$ cat src/rtl/uart_bip_pkg.sv
// Shared definitions for the UART <-> BIP command sequencer: state encoding,
// instruction field widths and the error reply word.
package uart_bip_pkg;

    localparam int OPC_W   = 5;
    localparam int OPR_W   = 11;
    localparam int INSTR_W = OPC_W + OPR_W;
    localparam int ACC_W   = 16;

    localparam logic [ACC_W-1:0] ERR_REPLY = 16'hFFFF;

    typedef enum logic [2:0] {
        ST_IDLE     = 3'd0,
        ST_WAIT_B1  = 3'd1,
        ST_EXEC     = 3'd2,
        ST_WAIT_BIP = 3'd3,
        ST_TX_LO    = 3'd4,
        ST_WAIT_LO  = 3'd5,
        ST_TX_HI    = 3'd6,
        ST_WAIT_HI  = 3'd7
    } state_e;

endpackage

$ cat src/rtl/uart_bip_timer.sv
// Saturating timeout counter shared by the inter-byte and BIP-completion waits.
// expire is high once the count reaches TIMEOUT_CYCLES-1.
module uart_bip_timer #(
    parameter int TIMEOUT_CYCLES = 1000000,
    parameter int CNT_W          = 20
) (
    input  logic clk,
    input  logic rst_n,
    input  logic clr,
    input  logic en,
    output logic expire
);

    localparam logic [CNT_W-1:0] LAST = CNT_W'(TIMEOUT_CYCLES - 1);

    logic [CNT_W-1:0] cnt_q, cnt_d;

    always_comb begin
        cnt_d = cnt_q;
        if (clr) begin
            cnt_d = '0;
        end else if (en && cnt_q != LAST) begin
            cnt_d = cnt_q + 1'b1;
        end
    end

    always_ff @(posedge clk or negedge rst_n) begin
        if (!rst_n) begin
            cnt_q <= '0;
        end else begin
            cnt_q <= cnt_d;
        end
    end

    assign expire = (cnt_q == LAST);

endmodule

$ cat src/rtl/uart_bip_ctrl.sv
// Command sequencer: two received bytes form a BIP instruction, one BIP run is
// launched, and the 16-bit accumulator is returned low byte first.
module uart_bip_ctrl
    import uart_bip_pkg::*;
#(
    parameter int TIMEOUT_CYCLES = 1000000,
    parameter int CNT_W          = 20
) (
    input  logic               clk,
    input  logic               reset,
    input  logic               rx_done,
    input  logic [7:0]         uart_to_bip,
    input  logic               tx_done,
    output logic               tx_start,
    output logic [7:0]         bip_to_uart,
    output logic               bip_start,
    output logic [INSTR_W-1:0] bip_instr,
    input  logic               bip_done,
    input  logic [ACC_W-1:0]   bip_acc,
    output logic               busy,
    output logic               timeout_err,
    output logic               overrun_err,
    output logic [2:0]         state_dbg
);

    state_e             state_q, state_d;
    logic [INSTR_W-1:0] instr_q, instr_d;
    logic [7:0]         data_q, data_d;
    logic [7:0]         res_hi_q, res_hi_d;
    logic               tmo_q, tmo_d;
    logic               ovr_q, ovr_d;
    logic               bip_start_q, tx_start_q, busy_q;
    logic               tmr_clr, tmr_en, tmr_expire;

    uart_bip_timer #(
        .TIMEOUT_CYCLES(TIMEOUT_CYCLES),
        .CNT_W         (CNT_W)
    ) u_timer (
        .clk   (clk),
        .rst_n (reset),
        .clr   (tmr_clr),
        .en    (tmr_en),
        .expire(tmr_expire)
    );

    always_comb begin
        state_d  = state_q;
        instr_d  = instr_q;
        data_d   = data_q;
        res_hi_d = res_hi_q;
        tmo_d    = tmo_q;
        ovr_d    = ovr_q;
        tmr_clr  = 1'b0;
        tmr_en   = (state_q == ST_WAIT_B1) || (state_q == ST_WAIT_BIP);

        case (state_q)
            ST_IDLE: if (rx_done) begin
                instr_d[15:8] = uart_to_bip;
                tmo_d         = 1'b0;
                ovr_d         = 1'b0;
                tmr_clr       = 1'b1;
                state_d       = ST_WAIT_B1;
            end
            // A byte landing on the expiry cycle still completes the command.
            ST_WAIT_B1: if (rx_done) begin
                instr_d[7:0] = uart_to_bip;
                state_d      = ST_EXEC;
            end else if (tmr_expire) begin
                tmo_d   = 1'b1;
                state_d = ST_IDLE;
            end
            ST_EXEC: begin
                tmr_clr = 1'b1;
                state_d = ST_WAIT_BIP;
            end
            // The low byte goes straight to the output so it is valid with tx_start.
            ST_WAIT_BIP: if (bip_done) begin
                data_d   = bip_acc[7:0];
                res_hi_d = bip_acc[15:8];
                state_d  = ST_TX_LO;
            end else if (tmr_expire) begin
                tmo_d    = 1'b1;
                data_d   = ERR_REPLY[7:0];
                res_hi_d = ERR_REPLY[15:8];
                state_d  = ST_TX_LO;
            end
            ST_TX_LO:   state_d = ST_WAIT_LO;
            ST_WAIT_LO: if (tx_done) begin
                data_d  = res_hi_q;
                state_d = ST_TX_HI;
            end
            ST_TX_HI:   state_d = ST_WAIT_HI;
            ST_WAIT_HI: if (tx_done) state_d = ST_IDLE;
            default:    state_d = ST_IDLE;
        endcase

        if (rx_done && state_q != ST_IDLE && state_q != ST_WAIT_B1) begin
            ovr_d = 1'b1;
        end
    end

    always_ff @(posedge clk or negedge reset) begin
        if (!reset) begin
            state_q     <= ST_IDLE;
            instr_q     <= '0;
            data_q      <= '0;
            res_hi_q    <= '0;
            tmo_q       <= 1'b0;
            ovr_q       <= 1'b0;
            bip_start_q <= 1'b0;
            tx_start_q  <= 1'b0;
            busy_q      <= 1'b0;
        end else begin
            state_q     <= state_d;
            instr_q     <= instr_d;
            data_q      <= data_d;
            res_hi_q    <= res_hi_d;
            tmo_q       <= tmo_d;
            ovr_q       <= ovr_d;
            bip_start_q <= (state_d == ST_EXEC);
            tx_start_q  <= (state_d == ST_TX_LO) || (state_d == ST_TX_HI);
            busy_q      <= (state_d != ST_IDLE);
        end
    end

    assign tx_start    = tx_start_q;
    assign bip_to_uart = data_q;
    assign bip_start   = bip_start_q;
    assign bip_instr   = instr_q;
    assign busy        = busy_q;
    assign timeout_err = tmo_q;
    assign overrun_err = ovr_q;
    assign state_dbg   = state_q;

endmodule

$ cat config.mk
export PLATFORM = sky130hd
export DESIGN_NAME = uart_bip_ctrl
export DESIGN_NICKNAME = d
export VERILOG_FILES = /design/src/rtl/uart_bip_pkg.sv /design/src/rtl/uart_bip_timer.sv /design/src/rtl/uart_bip_ctrl.sv
export SDC_FILE = /design/constraint.sdc
export NUM_CORES = 1
export LEC_CHECK = 0
export ABC_CLOCK_PERIOD_IN_PS = 2100
export CAP_MARGIN = 20
export CORE_UTILIZATION = 50
export CTS_CLUSTER_SIZE = 40
export DETAILED_ROUTE_END_ITERATION = 16
export PLACE_DENSITY = 0.79
export SYNTH_ARGS = -nofsm -noshare
export SYNTH_HDL_FRONTEND = slang
export SYNTH_SLANG_ARGS = --single-unit
$ cat constraint.sdc
create_clock -name clk -period 2.1 [get_ports clk]
set_input_delay 0.63 -clock clk [delete_from_list [all_inputs] [get_ports clk]]
set_output_delay 0.63 -clock clk [all_outputs]
set_load 0.05 [all_outputs]
Yosys cells after proc, flatten, opt, wreduce, memory -nomap -nowiden
Cells that the tools add are included.

Register bits: 60. Output and inout bits: 32.

Mux-type cells: 24. Add/subtract/negate cells: 1. Equality and inequality tests: 18. Reductions and logical operators: 20.

Operators with widths (count): $mux 20 (2); $mux 8 (4); $pmux 3 s8 (1); $mux 3 (7); $add 20x1->20 const B (1); $eq 20x20->1 const B (1); $ne 20x20->1 const B (1); $eq 3x3->1 const B (6); $pmux 8 s2 (1); $reduce_bool 2->1 (5); $eq 3x2->1 const B (3); $reduce_bool 3->1 (3); $ne 2x2->1 const B (4); $reduce_and 2->1 (4); $mux 1 (7); $reduce_and 4->1 (1); $eq 3x1->1 const B (1); $logic_and 1x1->1 (3); $logic_not 3->1 (1); $ne 3x1->1 const B (1); $ne 3x3->1 const B (1); $pmux 1 s3 (1); $reduce_and 3->1 (1); $logic_or 1x1->1 (2); $pmux 1 s2 (1).

Depth between registers and ports, before layout
Depth after elaboration: 6. Depth in mapped cells: 8. Mapped depth without buffers: 6.

Cells and area by module
Synthesis repeated with hierarchy kept, for this count alone.

Cells, all modules: 252. Area total of the unflattened synthesis: 2942.8 um^2.

Modules (own cells, without submodules): uart_bip_ctrl (cells each 138, area an instance 1793.0 um^2, instances 1, sequential area each 1001.0 um^2); uart_bip_timer (cells each 114, area an instance 1149.9 um^2, instances 1, sequential area each 500.5 um^2).

Least setup slack after synthesis
No wires, ideal clock.

Kind: register to register. Start: reg state_q[2] (netlist: state_dbg[2]). End: reg instr_q[10] (netlist: bip_instr[10]). Clock period less this slack: 1.966 ns. Slack: 0.134 ns. Data arrival time: 1.842 ns. Cell stages (with the launch flop): 5. Cell sequence: dfrtp_1 clkbuf_1 clkbuf_1 nor3_2 mux2_2.

Word-level cells in the longest chain between the ends: 2.

Ends and longest elaborated chain: start: declaration (line uart_bip_ctrl.sv:26) `state_e state_q, state_d;`; start signal: assignment (line uart_bip_ctrl.sv:114) `state_q <= state_d;`; $logic_not 3->1 (line uart_bip_ctrl.sv:56) `case (state_q)`; $reduce_and 2->1 (no line); end signal: assignment (line uart_bip_ctrl.sv:115) `instr_q <= instr_d;`; end: declaration (line uart_bip_ctrl.sv:27) `logic [INSTR_W-1:0] instr_q, instr_d;`.

No other way between the ends. A chain may end at the register's enable or synchronous reset.

Worst setup path after layout
Start: reg state_q[0] (netlist: state_dbg[0]). End: out state_dbg[0].

RTL lines: end: declaration (line uart_bip_ctrl.sv:23) `output logic [2:0] state_dbg`.

No word-level cell between the ends.

==> results.cfg <==
[grt]
gr-usage-met1 = 0.306
grt_max_degree = 61
grt_use_total = 0.235
antenna_found_initial = 0
use_met2 = 0.361
grt-busiest-layer = met2
grt_pass1_vias = 2220
grt_overflow = 0
grt_pass1_wl_um = 10700
use_met3 = 0.0857

[die]
core_um2 = 5270
io_pins = 61
dieArea_um2 = 5940
rows = 26
fp.dieW_um = 77.1
start_util = 0.535
die_h_um = 77.1

[critical_path]
rr_worst_depth = 6
arrival_ns = 1.26
startpoint_type = register
required_ns = 1.47
cp_slowest_cell = dfrtp_1
cp-end-kind = primary output
critPathMaxFanout = 11
path_class = register to primary output
slowest_delay_ns = 0.53
startpoint = state_dbg[0]$_DFF_PN0_
crit_chain = buf_4 > buf_12
timing.rr.start = u_timer.cnt_q[0]$_DFFE_PN0P_

[timing]
fin_skew_ns = 0.00952
fin_setup_tns_ns = 0
setup_viol = 0
max_freq_ghz = 0.530
relSlewSlack = 0.666
fin_crit_ns = 1.89
rsz0062_at_grt = false
hold_viol_final = 0
fin_crit_sh = 0.899
slew_viol_final = 0
worstMarginPinSlew_ns = 0.504

[drt]
drc = 0
vias_per_cell = 5.51
drt_pass1_iterations = 4
vias = 2241
routed_wl_um = 6070
wire_per_inst_um = 14.9
ant_nets = 0
drt_iter0_drc = 169

[placed_design]
portBuffers = 60
dp.cells = 390
place_congestion = 0.832
dpl.hpwl_um = 4310

[logic_synthesis]
synth_nets = 285
synth_area_um2 = 2820
yosysSeqAreaShare = 0.533
ys_types = 46
ys.flop_type = dfrtp_1
syn_inst = 255
ys_async_sr_fraction = 1.00
synthTopCellsByArea = dfrtp_1, mux2_2, nor2_1
avgSynthCellArea_um2 = 11.0
synth_top_area_frac = 0.533
ys_ff_latch = 60
yosysWarnings = 0
synth_edf_count = 0
synth_area_leader_cell = dfrtp_1

[cells_and_area]
diodes = 0
areaGrowthSynthToFinish_pct = 32.8
fin_nets = 362
fin_cells = 407
fill_cells = 424
drive_gt1_frac = 0.273

[cts]
cts_tree = yes
root_buffer = clkbuf_8
cts_buffers = 9
clkTransAtPathRegs_ns = 0.06
clock_sinks = 60
htree_num_levels = 3
insertion_delay_ns = 0.34
cts_buffer_depth = 2

[outcome]
status = completed

[power_and_ir_drop]
ir_drop_mv = 1.09
p_leak_nw = 1.61
power.density_nw_per_um2 = 1430

[worst_hold_path]
hold_class = input pin to asynchronous set/reset pin

[flow_run]
drv_cap = 0
-- cell usage in the layout, fill, tap and decap left out, drive strengths merged, types with 4 or more instances in the layout --
| cell | n |
|---|---|
| nand2 | 15 |
| nor2 | 31 |
| nand4 | 7 |
| o31ai | 5 |
| clkdlybuf4s50 | 27 |
| o22a | 8 |
| inv | 4 |
| nand3 | 10 |
| nor3 | 9 |
| clkbuf | 10 |
| xor2 | 9 |
| mux2 | 16 |
| o211ai | 8 |
| a21oi | 9 |
| buf | 50 |
| dfrtp | 60 |
| o21ai | 14 |
| nand3b | 10 |
-- cells by family (layout without fill, tap and decap cells) --
logic type / after synthesis / count (layout) / share of synthesized area
compound gates: 50 / 50 / 0.123
xor+xnor: 11 / 11 / 0.0342
fa+ha+maj: 1 / 1 / 0.00444
buf+inv: 17 / 99 / 0.0298
flops: 60 / 60 / 0.533
mux: 19 / 19 / 0.0746
simple gates: 97 / 97 / 0.201
-- per-layer routing --
metal / vias up / part of all wire
met5: - / 0
met3: 7 / 0.068
met2: 67 / 0.48
met4: 0 / 0.011
li1: 1080 / -
met1: 1087 / 0.44
-- timing repair --
item / in CTS / in global routing
setup buffers: 0 / 1
setup endpoints to repair: 2 / 7
hold buffers: 0 / 0
hold endpoints to repair: 0 / 0
pin swaps: 0 / 1
resized for setup: 2 / 0
-- synth_stat cells, drive strengths merged (2+ instances only) --
cell type and number:
and3b 3, mux2 16, o22a 8, o21ai 14
nand3 10, mux2i 3, o211ai 8, nor4 2
buf 6, dfrtp 60, a21oi 9, clkbuf 7
nor2 31, nand3b 10, o31ai 5, nand4 7
xor2 9, xnor2 2, nor3 9, inv 4
nand2 15
-- through the flow --
| stage | total power, mW | hold slack [ns] | utilization | setup WS [ns] | cell area, um^2 |
|---|---|---|---|---|---|
| finish | 5.34 | 0.288 | 0.710 | 0.212 | 3740 |
| global route | 5.65 | 0.306 | 0.710 | 0.0757 | 3740 |
| CTS | 5.35 | 0.296 | 0.706 | 0.120 | 3720 |
| detailed placement | 4.46 | 0.495 | 0.675 | -0.0532 | 3550 |
| global placement | 4.41 | 0.482 | 0.675 | -0.0394 | 3550 |
| floorplan | 3.57 | 0.334 | - | 0.134 | 2820 |
-- critical path: cells and delay by family (launching register included) --
kind     cells  cell delay [ns]
flops        1             0.53
buf+inv      2             0.39
-- sequential cells by signal, summed over array words and instances, names as in the netlist --
| name | cells |
|---|---|
| bip_instr | 16 |
| bip_start | 1 |
| bip_to_uart | 8 |
| busy | 1 |
| overrun_err | 1 |
| res_hi_q | 8 |
| state_dbg | 3 |
| timeout_err | 1 |
| tx_start | 1 |
| u_timer.cnt_q | 20 |
-- cell type report --
type / instances / area (um^2) / share of cell area
tap: 70 / 87.6 / 0.0234
inverter: 4 / 15.0 / 0.00401
multi-input combinational: 178 / 1230 / 0.329
clock inverter: 6 / 41.3 / 0.0110
timing repair buffer: 79 / 736 / 0.197
clock buffer: 10 / 128 / 0.0341
sequential: 60 / 1500 / 0.401
-- where the power goes --
group / switching, mW / leakage, nW / internal [mW]
registers: 0.297 / 0.731 / 1.54
clock network: 0.462 / 0.0783 / 0.424
logic: 1.62 / 0.805 / 0.998
-- worst paths after layout --
kind / end / slack [ns]
worst max-delay path: state_dbg[0] / 0.21
max in group asynchronous: u_timer.cnt_q[8]$_DFFE_PN0P_ / 1.56
worst max register to register: res_hi_q[0]$_DFFE_PN0P_ / 0.24
worst min-delay path: bip_to_uart[6]$_DFFE_PN0P_ / 0.29
min in group clk: res_hi_q[7]$_DFFE_PN0P_ / 0.50
worst min register to register: res_hi_q[7]$_DFFE_PN0P_ / 0.50
Note: power is estimated with default switching activity, not from simulation.
